--- config.mk ---
export PLATFORM = sky130hd
export DESIGN_NAME = conv_0_acc_window
export DESIGN_NICKNAME = d
export VERILOG_FILES = /design/src/rtl/conv_0_pkg.sv /design/src/rtl/conv_0_acc_requant.sv /design/src/rtl/conv_0_acc_window.sv
export SDC_FILE = /design/constraint.sdc
export NUM_CORES = 1
export LEC_CHECK = 0
export BUFFER_PORTS_ARGS = -buffer_cell sky130_fd_sc_hd__buf_2
export CORE_UTILIZATION = 50
export CTS_CLUSTER_DIAMETER = 40
export DETAILED_ROUTE_END_ITERATION = 8
export GPL_ROUTABILITY_DRIVEN = 0
export PLACE_DENSITY = 0.67
export SLEW_MARGIN = 20
export SYNTH_ARGS = -nofsm -noshare
export SYNTH_HDL_FRONTEND = slang
export SYNTH_SLANG_ARGS = --single-unit
--- constraint.sdc ---
create_clock -name ap_clk -period 11.4 [get_ports ap_clk]
set_clock_uncertainty 0.05 [all_clocks]
set_input_delay 1.14 -clock ap_clk [delete_from_list [all_inputs] [get_ports ap_clk]]
set_output_delay 1.14 -clock ap_clk [all_outputs]
set_load 0.01 [all_outputs]
--- src/rtl/conv_0_pkg.sv ---
// Shared constants and types for the conv_0 window accumulator.
// Holds the product/output widths, the output clamp range and the
// accumulator flow-control state type.
package conv_0_pkg;

    localparam int unsigned PROD_WIDTH = 24;
    localparam int unsigned OUT_WIDTH  = 16;
    localparam int unsigned CNT_WIDTH  = 8;
    localparam int          OUT_MAX    = 32767;
    localparam int          OUT_MIN    = -32768;

    // ST_ACC: window filling, or last tap with the output free.
    // ST_STALL: last tap pending while the output register is occupied.
    typedef enum logic [0:0] {
        ST_ACC   = 1'b0,
        ST_STALL = 1'b1
    } state_e;

endpackage

--- src/rtl/conv_0_acc_requant.sv ---
// Combinational requantizer: round-half-up, arithmetic right shift, then
// clamp (CONV_0_ACC_SAT_EN defined) or truncate to OUT_WIDTH bits.
// Ports:
//   acc_i   - signed window sum
//   res_o_c - requantized result (combinational)
//   sat_o_c - result was clamped (combinational, 0 without CONV_0_ACC_SAT_EN)
module conv_0_acc_requant
    import conv_0_pkg::*;
#(
    parameter int unsigned ACC_WIDTH = 32,
    parameter int unsigned SHIFT     = 8
) (
    input  logic signed [ACC_WIDTH-1:0] acc_i,
    output logic        [OUT_WIDTH-1:0] res_o_c,
    output logic                        sat_o_c
);

    // One guard bit so adding the rounding constant cannot wrap.
    localparam int unsigned RW = ACC_WIDTH + 1;
    localparam logic signed [RW-1:0] RND = RW'((64'd1 << SHIFT) >> 1);

    logic signed [RW-1:0] sum_c;
    logic signed [RW-1:0] shr_c;

    assign sum_c = RW'(acc_i) + RND;
    assign shr_c = sum_c >>> SHIFT;

`ifdef CONV_0_ACC_SAT_EN
    localparam logic signed [RW-1:0] MAX_W = RW'(OUT_MAX);
    localparam logic signed [RW-1:0] MIN_W = RW'(OUT_MIN);

    // Clamp to the signed output range.
    always_comb begin
        res_o_c = OUT_WIDTH'(shr_c);
        sat_o_c = 1'b0;
        if (shr_c > MAX_W) begin
            res_o_c = OUT_WIDTH'(MAX_W);
            sat_o_c = 1'b1;
        end else if (shr_c < MIN_W) begin
            res_o_c = OUT_WIDTH'(MIN_W);
            sat_o_c = 1'b1;
        end
    end
`else
    // Plain truncation to the low output bits.
    assign res_o_c = OUT_WIDTH'(shr_c);
    assign sat_o_c = 1'b0;
`endif

endmodule

--- src/rtl/conv_0_acc_window.sv ---
// Convolution window accumulator: sums KSIZE signed products, requantizes
// the window sum and presents it on a valid/ready output register.
// Optional feature macro: CONV_0_ACC_SAT_EN (clamp result, drive sat_hit).
// Ports:
//   ap_clk, ap_rst_n        - clock, async active-low reset
//   prod_data/valid/ready   - product input handshake (prod_ready is combinational)
//   clear                   - discard the partial window
//   out_data/valid, out_ready - result output handshake
//   sat_hit                 - pulse when a loaded result was clamped
//   tap_cnt                 - products accepted in the current window
module conv_0_acc_window
    import conv_0_pkg::*;
#(
    parameter int unsigned KSIZE     = 9,
    parameter int unsigned SHIFT     = 8,
    parameter int unsigned ACC_WIDTH = 32
) (
    input  logic                  ap_clk,
    input  logic                  ap_rst_n,
    input  logic [PROD_WIDTH-1:0] prod_data,
    input  logic                  prod_valid,
    output logic                  prod_ready,
    input  logic                  clear,
    output logic [OUT_WIDTH-1:0]  out_data,
    output logic                  out_valid,
    input  logic                  out_ready,
    output logic                  sat_hit,
    output logic [CNT_WIDTH-1:0]  tap_cnt
);

    localparam logic [CNT_WIDTH-1:0] LAST_TAP = CNT_WIDTH'(KSIZE - 1);

    // Parameter legality checks at elaboration.
    if (ACC_WIDTH < PROD_WIDTH + $clog2(KSIZE)) begin : g_acc_width_chk
        $error("conv_0_acc_window: ACC_WIDTH too small for KSIZE");
    end
    if (KSIZE < 1 || KSIZE > 256) begin : g_ksize_chk
        $error("conv_0_acc_window: KSIZE out of range 1..256");
    end
    if (SHIFT > 15) begin : g_shift_chk
        $error("conv_0_acc_window: SHIFT out of range 0..15");
    end

    state_e                       state_q, state_d;
    logic signed [ACC_WIDTH-1:0]  acc_q, acc_d;
    logic [CNT_WIDTH-1:0]         tap_q, tap_d;
    logic [OUT_WIDTH-1:0]         out_data_q, out_data_d;
    logic                         out_valid_q, out_valid_d;
    logic                         sat_q, sat_d;

    logic                         accept_c;
    logic                         done_c;
    logic signed [ACC_WIDTH-1:0]  base_acc_c;
    logic [CNT_WIDTH-1:0]         base_tap_c;
    logic signed [ACC_WIDTH-1:0]  sum_c;
    logic [OUT_WIDTH-1:0]         rq_res_c;
    logic                         rq_sat_c;

    conv_0_acc_requant #(
        .ACC_WIDTH (ACC_WIDTH),
        .SHIFT     (SHIFT)
    ) u_requant (
        .acc_i   (sum_c),
        .res_o_c (rq_res_c),
        .sat_o_c (rq_sat_c)
    );

    // State register.
    always_ff @(posedge ap_clk or negedge ap_rst_n) begin
        if (!ap_rst_n) begin
            state_q <= ST_ACC;
        end else begin
            state_q <= state_d;
        end
    end

    // Next state: stalled whenever the last tap is pending behind a held result.
    always_comb begin
        state_d = ST_ACC;
        if ((tap_d == LAST_TAP) && out_valid_d) begin
            state_d = ST_STALL;
        end
    end

    // Flow-control output: only the window-completing product can be blocked.
    always_comb begin
        prod_ready = 1'b1;
        if ((state_q == ST_STALL) && !out_ready) begin
            prod_ready = 1'b0;
        end
    end

    // Datapath next values; clear rebases the window before the product adds in.
    always_comb begin
        accept_c    = prod_valid && prod_ready;
        base_acc_c  = clear ? '0 : acc_q;
        base_tap_c  = clear ? '0 : tap_q;
        sum_c       = base_acc_c + ACC_WIDTH'($signed(prod_data));
        done_c      = accept_c && (base_tap_c == LAST_TAP);

        acc_d       = base_acc_c;
        tap_d       = base_tap_c;
        out_data_d  = out_data_q;
        out_valid_d = out_valid_q;
        sat_d       = 1'b0;

        if (done_c) begin
            acc_d       = '0;
            tap_d       = '0;
            out_data_d  = rq_res_c;
            out_valid_d = 1'b1;
            sat_d       = rq_sat_c;
        end else begin
            if (accept_c) begin
                acc_d = sum_c;
                tap_d = base_tap_c + CNT_WIDTH'(1);
            end
            if (out_valid_q && out_ready) begin
                out_valid_d = 1'b0;
            end
        end
    end

    // Datapath registers.
    always_ff @(posedge ap_clk or negedge ap_rst_n) begin
        if (!ap_rst_n) begin
            acc_q       <= '0;
            tap_q       <= '0;
            out_data_q  <= '0;
            out_valid_q <= 1'b0;
            sat_q       <= 1'b0;
        end else begin
            acc_q       <= acc_d;
            tap_q       <= tap_d;
            out_data_q  <= out_data_d;
            out_valid_q <= out_valid_d;
            sat_q       <= sat_d;
        end
    end

    assign out_data  = out_data_q;
    assign out_valid = out_valid_q;
    assign sat_hit   = sat_q;
    assign tap_cnt   = tap_q;

endmodule
* Word-level counts from Yosys, hierarchy flattened *
Cells that the tools add are included.
Widths: inputs -> output; s select.

storage, ports and cells
  register bits after elaboration = 58
  bits of input ports = 29
  output and inout port bits = 27
  logic and storage cells = 26

cells by class
  add/sub/neg operators = 3
  equal/unequal tests = 2
  multiplexer cells = 10
  reductions and logical operators = 6

operators by type and width
  cell                   number
  $mux 32                3
  $add 32x24->32         1
  $add 24x9->24 const B  1
  $mux 8                 3
  $eq 8x4->1 const B     2
  $add 8x1->8 const B    1
  $logic_and 1x1->1      5
  $mux 1                 4
  $logic_not 1->1        1

* Longest topological paths before layout *
Gate-level depths: netlist of the first run.

  word-level depth = 9
  gate-level depth with buffers = 20

* By module *
Synthesis of the first run repeated with hierarchy kept, for this count alone.

unflattened totals
  cell total of the unflattened synthesis = 538
  area, all modules = 4918.5 sq um

modules (own cells, without submodules)
  module              instances  cells an instance  area an instance (sq um)  seq. area each (sq um)
  conv_0_acc_window   1          492                4529.3                    1476.4
  conv_0_acc_requant  1          46                 389.1                     0.0

* Worst setup path before layout of the first run *
No wires, ideal clock.

  path kind = in2reg
  start = input clear
  end = register out_data_q[14], in the netlist out_data[14]
  library setup time = 119 ps
  arrival = 5436 ps
  path slack = 5795 ps
  cell stages on the path = 18
  buffers on the path = 5
  cell sequence = buf_2 > buf_6 > buf_6 > clkbuf_1 > clkbuf_1 > nor2b_1 > ha_1 > a21o_1 > maj3_2 > o21a_1 > o311a_1 > or3_1 > xor2_1 > or3_4 > or4_4 > nor4_2 > mux2i_1 > nand2_1

on the way
  longest elaborated chain between the ends = 3
  elaborated cells on any way between the ends = 6

ends and longest elaborated chain
  what                                                line                                               source
  start: declaration                                  conv_0_acc_window.sv:23                            input logic clear,
  $mux 32 or $mux 8 (tied branches)                   conv_0_acc_window.sv:96, conv_0_acc_window.sv:97
  $add 32x24->32 or $eq 8x4->1 (tied branches)        conv_0_acc_window.sv:98, conv_0_acc_window.sv:99
  $add 24x9->24 or $logic_and 1x1->1 (tied branches)  conv_0_acc_requant.sv:25, conv_0_acc_window.sv:99
  end signal: assignment                              conv_0_acc_window.sv:135                           out_data_q <= out_data_d;
  end: declaration                                    conv_0_acc_window.sv:47                            logic [OUT_WIDTH-1:0] out_data_q, out_data_d;

Several ways; a longest one is shown, not always the timed one.
A chain may end at the register's enable or synchronous reset.

* Final worst setup path of the first run *
Ends and elaborated chain as after synthesis.

==> impl_metrics.csv, run 1 <==
group,metric,value,unit
power_and_ir_drop,p_leak,2.23,nW
cells_and_area,finalNetCount,639,
cells_and_area,drive_gt1_frac,0.137,
sta,final.setup.worst_slack,6.16,ns
setup_path,required,11.56,ns
synthesis,async_flop_share,1.00,
die,fp.coreArea,8810,um^2
global_route,antenna_found_initial,0,
cells_and_area,areaGrowthSynthToFinish,7.52,%
global_route,grt_pass1_wl,19500,um
drt,avgRoutedWirePerCell,16.4,um
synthesis,post-synth-top-count-cell,"nand2_1",
die,die_w,97.7,um
power_and_ir_drop,powerDensity,125,nW/um^2
cells_and_area,n_fill_cell,854,
outcome,status,"finished, violations left",
global_route,grt_max_degree,67,
clock_tree,cts_tree,"done",
synthesis,synth.area.top_cells,"dfrtp_1 (27%), xnor2_1 (7.5%), nand2_1 (5.3%)",
clock_tree,post_cts_buffers,0,
synthesis,synth_warnings,0,
drt,vias,4211,
setup_path,path_cells,"buf_2, buf_4, nor2b_1, ha_1, a21o_1, maj3_2, o21a_1, o311a_1, or3_1, xor2_1, or3_4, or4_4, nor4_2, mux2i_1, nand2_1",
global_route,grt_use_total,0.251,
cells_and_area,fin_cells,705,
synthesis,ys_top_cells_by_count,"nand2_1 (64), nor2_1 (63), dfrtp_1 (50)",
die,ios,56,
sta,worst_slew_pin_slew,1.04,ns
setup_path,path_max_fanout,66,
outcome,violations,"design-rule violations",
setup_path,crit_path_max_incr_delay,0.51,ns
sta,fin_setup_tns,0,ns
setup_path,critical-path-slowest-cell,"buf_4",
synthesis,synth_top_area_cell,"dfrtp_1",
place,place_hpwl,8230,um
place,place_inst,697,
drt,drt-pass1-iter-count,6,
place,port-buffer-count,54,
synthesis,syn-cell-area,4580,um^2
drt,vias_per_cell,5.97,
clock_tree,h-tree-depth,2,
synthesis,ys_ff_latch,50,
global_route,grt_pass1_vias,4065,
synthesis,syn_nets,616,
cells_and_area,fin_util,0.559,
setup_path,cp.arrival,5.40,ns
sta,max_freq,0.191,GHz
run,drv_cap,0,
drt,postRouteWirelength,11500,um
power_and_ir_drop,vdd_drop_max,0.0639,mV
clock_tree,cts-root-buf,"clkbuf_8",
sta,rsz0062_at_grt,"false",
sta,fin_crit_sh,0.460,
sta,hold_viol,0,
setup_path,cp_top_family,"simple AND/OR/NAND/NOR gates",
clock_tree,cts_buffers,5,
clock_tree,clkTransAtPathRegs,0.10,ns
setup_path,path_buf_inv,2,
setup_path,crit_path_start_kind,"primary input",
sta,slew_viol_final,0,
die,dieArea,9540,um^2
clock_tree,cts_hold_buf,0,
sta,fin_crit,5.24,ns
setup_path,crit_path_end_kind,"register",
synthesis,syn_inst,573,
cells_and_area,num_antenna_cells,0,
die,rows,34,
synthesis,yosysSeqAreaShare,0.273,
place,pre_cts_ws,5.83,ns
sta,finalSetupViolCount,0,
clock_tree,post_cts_resized,0,
clock_tree,ctsLongestPathBuffers,2,
global_route,globalRouteOverflowTotal,0,
synthesis,syn_avg_cell_area,7.99,um^2
sta,maxSlewHeadroom,0.305,
synthesis,synth_edf_count,0,
clock_tree,clkLatencyLatePin,0.33,ns
die,start_util,0.520,
clock_tree,cts.sinks,50,
synthesis,synth_ff_type,"dfrtp_1",
die,die_h,97.7,um
synthesis,synth_top_area_share,0.273,
setup_path,crit_type,"in -> reg",
synthesis,yosys.cell_types.count,80,
drt,drc,4,
drt,drt_iter0_markers,162,
min_path,min_path_type,"reg -> reg",
power_and_ir_drop,p_total,615,uW
drt,ant_nets,0,
[power breakdown]
part | leakage [nW] | total (mW) | internal, mW | switching (mW)
combinational | 1.52 | 0.267 | 0.114 | 0.153
clock | 0.0502 | 0.118 | 0.0458 | 0.0725
sequential | 0.656 | 0.230 | 0.198 | 0.0320
total | 2.23 | 0.615 | 0.358 | 0.257
[per-stage QoR]
stage / hold WS, ns / area (um^2)
finish: 0.431 / 4920
global route: 0.458 / 4920
CTS: 0.436 / 4910
detailed placement: 0.411 / 4820
global placement: 0.405 / 4820
floorplan: 0.457 / 4580
[state kept, by name, indices dropped and copies added, names as in the netlist]
register / flops
out_data: 16
out_valid: 1
state_q: 1
tap_cnt: 8
acc_q: 24
[cell type report]
| cell class | count | area, um^2 | share of cell area |
|---|---|---|---|
| multi-input cells | 466 | 3080 | 0.626 |
| clock buffers | 5 | 68.8 | 0.0140 |
| inverters | 15 | 56.3 | 0.0114 |
| clock inverters | 3 | 28.8 | 0.00585 |
| well taps | 108 | 135 | 0.0275 |
| flip-flops and latches | 50 | 1250 | 0.254 |
| repair buffers | 58 | 300 | 0.0610 |
[kinds of logic (layout without fill, tap and decap cells)]
kind of cell | Yosys count | after routing | synth area share
AO/OA/AOI/OAI | 144 | 144 | 0.218
XOR/XNOR | 60 | 60 | 0.115
adder cells (fa/ha/maj) | 16 | 16 | 0.0446
buffers and inverters | 57 | 81 | 0.0547
flip-flops | 50 | 50 | 0.273
multiplexers | 9 | 9 | 0.0202
other | 1 | 1 | 0.000820
AND/OR/NAND/NOR | 236 | 236 | 0.274
[placed cells by master, fill, tap and decap left out, drive strengths merged, types with 3 or more instances in the layout]
master	instances
and4	4
and2	9
nand2	64
o22ai	6
nor4bb	4
o311a	3
nor2	63
xnor2	39
nand3	9
o211ai	14
dfrtp	50
mux2i	7
clkbuf	5
nand4bb	5
inv	16
nand2b	9
o21a	5
o211a	4
o32a	3
or3b	3
ha	13
or3	5
buf	58
a31oi	4
nand4	6
a21oi	28
o21ai	28
and3	5
nor4	7
a211oi	10
or4	3
a21o	8
xor2	21
nor2b	19
nor3	10
[layer usage]
layer / track usage / wire length, um
met1: 0.342 / 5420
met2: 0.430 / 5520
met3: 0.0324 / 512
met4: 0.0466 / 101
met5: 0 / 0
[worst paths after layout]
path	startpoint	end	slack, ns	depth (start not counted)
setup / recovery	clear	out_data[14]	6.16	15
hold reg to reg	out_data[6]	out_data[6]	0.43	1
max in group asynchronous	ap_rst_n	acc_q[17]	9.98	2
setup reg to reg	acc_q[1]	out_data[14]	7.21	13
min in group asynchronous	ap_rst_n	tap_cnt[0]	0.86	2
hold / removal	out_data[6]	out_data[6]	0.43	1
Note: power is estimated with default switching activity, not from simulation.
==> inputs of run 2 (changes only) <==
- PLACE_DENSITY: 0.67 -> 0.7
- clock period: 11.4 -> 4.3 ns (I/O delays scaled with it)
==> run 2 against run 1 <==
Effect of this change: the run still ends with design-rule violations left; die area did not move; register-to-register slack got worse by 6.9 ns; global-route usage fell by 0.35 points; non-clock buffer count rose by 12; core utilization rose by 1.6 points; worst hold slack got worse by 0.25 ns; power rose to 2.8 times the previous value; wire length fell by 0.68%; count of clock-buffer cells in the layout did not move; final area rose by 2.8%; sequential cell count did not move; first-iteration DRC count rose by 9.9%; critical path type is now reg -> reg.
==> impl_metrics.csv, run 2 (synthesized netlist as in run 1, its figures left out) <==
group,metric,value,unit
power_and_ir_drop,p_seq_frac,0.357,
cells_and_area,largest_reg_flops,24,
drt,drc,2,
clock_tree,post_cts_buffers,0,
min_path,min_path_type,"in -> async",
place,port-buffer-count,54,
die,dieArea,9540,um^2
power_and_ir_drop,pwr-share-clk,0.201,
power_and_ir_drop,netSwitchingPower,682,uW
clock_tree,clkTransAtPathRegs,0.10,ns
clock_tree,cts_hold_buf,0,
drt,postRouteWirelength,11500,um
drt,drt_iter0_markers,178,
power_and_ir_drop,p_leak,2.30,nW
power_and_ir_drop,p_int,1.03,mW
sta,max_freq,0.254,GHz
drt,vias,4272,
sta,worst_slew_pin_slew,0.934,ns
setup_path,path_max_fanout,4,
clock_tree,cts.sinks,50,
setup_path,crit_path_end_kind,"register",
cells_and_area,fin_cells,717,
die,fp.coreArea,8810,um^2
sta,rsz0062_at_grt,"false",
sta,final.setup.worst_slack,0.359,ns
power_and_ir_drop,vdd_drop_max,0.189,mV
clock_tree,cts-root-buf,"clkbuf_8",
sta,hold_viol,0,
sta,fin_crit_sh,0.916,
global_route,grt_max_degree,51,
drt,drt-pass1-iter-count,6,
cells_and_area,n_fill_cell,812,
cells_and_area,fin_util,0.575,
die,ios,56,
die,rows,34,
clock_tree,post_cts_resized,0,
sta,slew_viol_final,0,
cells_and_area,drive_gt1_frac,0.158,
sta,fin_crit,3.94,ns
sta,fin_setup_tns,0,ns
cells_and_area,final_cell_mix,"nand2_1 (64), nor2_1 (63), buf_2 (54), dfrtp_1 (50), xnor2_1 (39)",
clock_tree,cts_buffers,5,
cells_and_area,areaGrowthSynthToFinish,10.6,%
clock_tree,ctsLongestPathBuffers,2,
drt,vias_per_cell,5.96,
cells_and_area,finalNetCount,651,
clock_tree,h-tree-depth,2,
global_route,grt_pass1_wl,19400,um
global_route,grt_pass1_vias,3997,
outcome,status,"finished, violations left",
drt,ant_nets,0,
sta,maxSlewHeadroom,0.378,
setup_path,crit_path_start_kind,"register",
die,start_util,0.520,
clock_tree,cts_tree,"done",
place,place_hpwl,8520,um
global_route,globalRouteOverflowTotal,0,
sta,finalSetupViolCount,0,
power_and_ir_drop,powerDensity,339,nW/um^2
die,die_w,97.7,um
sta,whs,0.185,ns
cells_and_area,largest-register,"acc_q",
drt,avgRoutedWirePerCell,16.0,um
cells_and_area,layout.cells.most_common,"nand2_1",
outcome,violations,"design-rule violations",
cells_and_area,num_antenna_cells,0,
place,pre_cts_ws,0.169,ns
global_route,grt_use_total,0.248,
run,drv_cap,0,
clock_tree,clkLatencyLatePin,0.30,ns
power_and_ir_drop,switching_share,0.398,
setup_path,crit_type,"reg -> reg",
setup_path,cp.arrival,4.09,ns
place,place_inst,709,
power_and_ir_drop,combPwrFrac,0.442,
global_route,antenna_found_initial,0,
die,die_h,97.7,um
setup_path,required,4.45,ns
run 2: path summary, 6_finish.rpt:
| check | from | to | slack, ns | cells past startpoint |
|---|---|---|---|---|
| hold reg to reg | out_data[7] | out_data[7] | 0.43 | 2 |
| setup reg to reg | acc_q[1] | out_data[14] | 0.36 | 13 |
| setup / recovery | acc_q[1] | out_data[14] | 0.36 | 13 |
| min in group ap_clk | out_ready | out_valid | 0.30 | 2 |
| hold / removal | ap_rst_n | acc_q[12] | 0.18 | 2 |
| max in group asynchronous | ap_rst_n | acc_q[21] | 3.57 | 2 |
run 2: power groups by stage:
stage	Clock, mW	Combinational [mW]	Sequential, mW
6_report	0.344	0.757	0.612
5_1_grt	0.369	0.845	0.625
4_1_cts	0.352	0.754	0.611
3_5_place_dp	0	0.749	0.621
3_3_place_gp	0	0.733	0.617
2_1_floorplan	0	0.633	0.560
run 2: worst max-delay path: stages (launching register included):
cell and delay, ns:
dfrtp_1 0.37, nor2b_4 0.14, ha_1 0.28, a21o_1 0.18, maj3_2 0.34, o21a_1 0.13, o311a_1 0.35, or3_4 0.42
xor2_4 0.21, or3_4 0.38, or4_4 0.56, nor4_4 0.16, mux2i_1 0.21, nand2_1 0.06
run 2: cell type report:
class / count / area [um^2] / area share
clock inverter: 3 / 43.8 / 0.00865
inverter: 15 / 56.3 / 0.0111
sequential: 50 / 1250 / 0.247
tap: 108 / 135 / 0.0267
timing repair buffer: 70 / 390 / 0.0772
clock buffer: 5 / 68.8 / 0.0136
multi-input combinational: 466 / 3110 / 0.615
run 2: layer usage:
metal,global-route usage,vias to the layer above,wire (um)
li1,-,2113,-
met1,0.337,2034,5390
met2,0.410,105,5350
met3,0.0360,20,499
met4,0.0676,0,228
met5,0,-,0
run 2: per-stage QoR:
| step | power [mW] | area [um^2] |
|---|---|---|
| finish | 1.71 | 5060 |
| global route | 1.84 | 5060 |
| CTS | 1.72 | 5060 |
| detailed placement | 1.37 | 4950 |
| global placement | 1.35 | 4950 |
| floorplan | 1.19 | 4650 |
==> inputs of run 3 (changes only) <==
- CORE_MARGIN: not set -> 5
==> run 3 against run 2 <==
Effect of this change: the run now ends clean; non-clock buffer count down 3; clock power up 3%; largest cell class unchanged; global-route usage down 3.2 points.
==> impl_metrics.csv, run 3 (synthesized netlist as in run 1, its figures left out) <==
group,metric,value,unit
cells_and_area,regArea,1250,um^2
setup_path,reg2reg_slack,0.31,ns
setup_path,cp.depth,13,
setup_path,reg2reg_depth,13,
place,port-buffer-count,54,
sta,hold_viol,0,
sta,final.setup.worst_slack,0.308,ns
place,place_hpwl,8650,um
setup_path,startpoint,"acc_q[1]",
cells_and_area,num_antenna_cells,0,
cells_and_area,n_fill_cell,844,
outcome,status,"finished clean",
cells_and_area,drive_gt1_frac,0.153,
sta,worst_slew_pin_slew,1.09,ns
global_route,antenna_found_initial,0,
drt,vias,4340,
cells_and_area,finalNetCount,648,
setup_path,cp_top_family,"simple AND/OR/NAND/NOR gates",
sta,slew_viol_final,0,
global_route,grt_max_degree,65,
sta,finalSetupViolCount,0,
power_and_ir_drop,p_int,1.04,mW
drt,drt_iter0_markers,215,
clock_tree,h-tree-depth,2,
clock_tree,cts_tree,"done",
place,pre_cts_ws,0.138,ns
clock_tree,cts_buffers,5,
setup_path,required,4.45,ns
die,ios,56,
setup_path,path_buf_inv,0,
die,die_h,106,um
drt,drt-pass1-iter-count,5,
cells_and_area,design_area,5050,um^2
drt,drc,0,
clock_tree,post_cts_resized,0,
power_and_ir_drop,pwr-share-clk,0.204,
power_and_ir_drop,combPwrFrac,0.443,
cells_and_area,largest-register,"acc_q",
cells_and_area,largest_reg_flops,24,
sta,fin_crit_sh,0.928,
setup_path,path_cells,"nor2b_4, ha_1, a21o_1, maj3_2, o21a_1, o311a_1, or3_4, xor2_4, or3_4, or4_4, nor4_4, mux2i_1, nand2_1",
die,start_util,0.505,
drt,ant_nets,0,
clock_tree,clkTransAtPathRegs,0.10,ns
sta,fin_setup_tns,0,ns
setup_path,path_max_fanout,4,
sta,maxSlewHeadroom,0.270,
sta,fin_crit,3.99,ns
setup_path,critical-path-slowest-cell,"or4_4",
setup_path,cp.arrival,4.15,ns
power_and_ir_drop,vdd_drop_max,0.179,mV
sta,max_freq,0.250,GHz
global_route,grt_pass1_wl,20300,um
clock_tree,cts.sinks,50,
setup_path,r2r_start,"acc_q[1]",
clock_tree,post_cts_buffers,0,
global_route,grt_pass1_vias,4165,
setup_path,critPathMostFrequentCell,"or3_4",
run,drv_cap,0,
die,fp.coreArea,9060,um^2
min_path,min_path_type,"in -> async",
setup_path,reg2reg_to,"out_data[14]",
power_and_ir_drop,switching_share,0.401,
setup_path,crit_path_start_kind,"register",
global_route,grt_use_total,0.216,
power_and_ir_drop,p_leak,2.29,nW
power_and_ir_drop,p_total,1.73,mW
drt,vias_per_cell,6.05,
place,place_area,4940,um^2
sta,rsz0062_at_grt,"false",
die,die_w,106,um
clock_tree,cts_hold_buf,0,
cells_and_area,multi_input_area,3110,um^2
setup_path,crit_type,"reg -> reg",
clock_tree,ctsLongestPathBuffers,2,
setup_path,crit_path_max_incr_delay,0.57,ns
global_route,globalRouteOverflowTotal,0,
cells_and_area,final_cell_mix,"nand2_1 (64), nor2_1 (63), buf_2 (54), dfrtp_1 (50), xnor2_1 (39)",
sta,whs,0.167,ns
setup_path,crit_path_end_kind,"register",
cells_and_area,layout.cells.most_common,"nand2_1",
drt,postRouteWirelength,12000,um
clock_tree,clkLatencyLatePin,0.31,ns
clock_tree,cts-root-buf,"clkbuf_8",
die,dieArea,11200,um^2
cells_and_area,areaGrowthSynthToFinish,10.4,%
die,rows,35,
power_and_ir_drop,netSwitchingPower,694,uW
power_and_ir_drop,p_seq_frac,0.353,
power_and_ir_drop,powerDensity,342,nW/um^2
drt,avgRoutedWirePerCell,16.7,um
-- run 3: cell types whose count changed in the layout (fill, tap and decap cells not counted), sizes merged --
cell and change:
buf -3
-- run 3: per-stage QoR --
stage	utilization	cells
3_3_place_gp	0.545	709
4_1_cts	0.557	717
3_5_place_dp	0.545	709
6_report	0.557	717
2_1_floorplan	-	573
5_1_grt	0.557	717
-- run 3: layout make-up --
| cell class | instances | share of cell area |
|---|---|---|
| Timing Repair Buffer | 67 | 0.0753 |
| Tap cell | 111 | 0.0275 |
| Clock buffer | 5 | 0.0136 |
| Sequential cell | 50 | 0.248 |
| Clock inverter | 3 | 0.00867 |
| Multi-Input combinational cell | 466 | 0.616 |
| Inverter | 15 | 0.0111 |
-- run 3: power by group through the flow --
stage | logic (mW) | registers [mW] | clock network (mW)
finish | 0.767 | 0.611 | 0.353
global route | 0.847 | 0.624 | 0.378
CTS | 0.762 | 0.609 | 0.358
detailed placement | 0.756 | 0.619 | 0
global placement | 0.744 | 0.614 | 0
floorplan | 0.633 | 0.560 | 0
-- run 3: how the worst max path moves through the flow --
stage	to	slack, ns
3_3_place_gp	out_data[14]	0.22
6_report	out_data[14]	0.31
3_5_place_dp	out_data[14]	0.14
2_1_floorplan	out_data[14]	-0.17
5_1_grt	out_data[14]	0.09
4_1_cts	out_data[14]	0.32
-- run 3: metal layers --
layer,track usage,up-vias,part of all wire,wire [um]
met5,0,-,0,0
met4,0.0537,0,0.017,209
met3,0.0269,21,0.056,672
met2,0.341,146,0.46,5480
met1,0.314,2058,0.47,5610
li1,-,2115,-,-
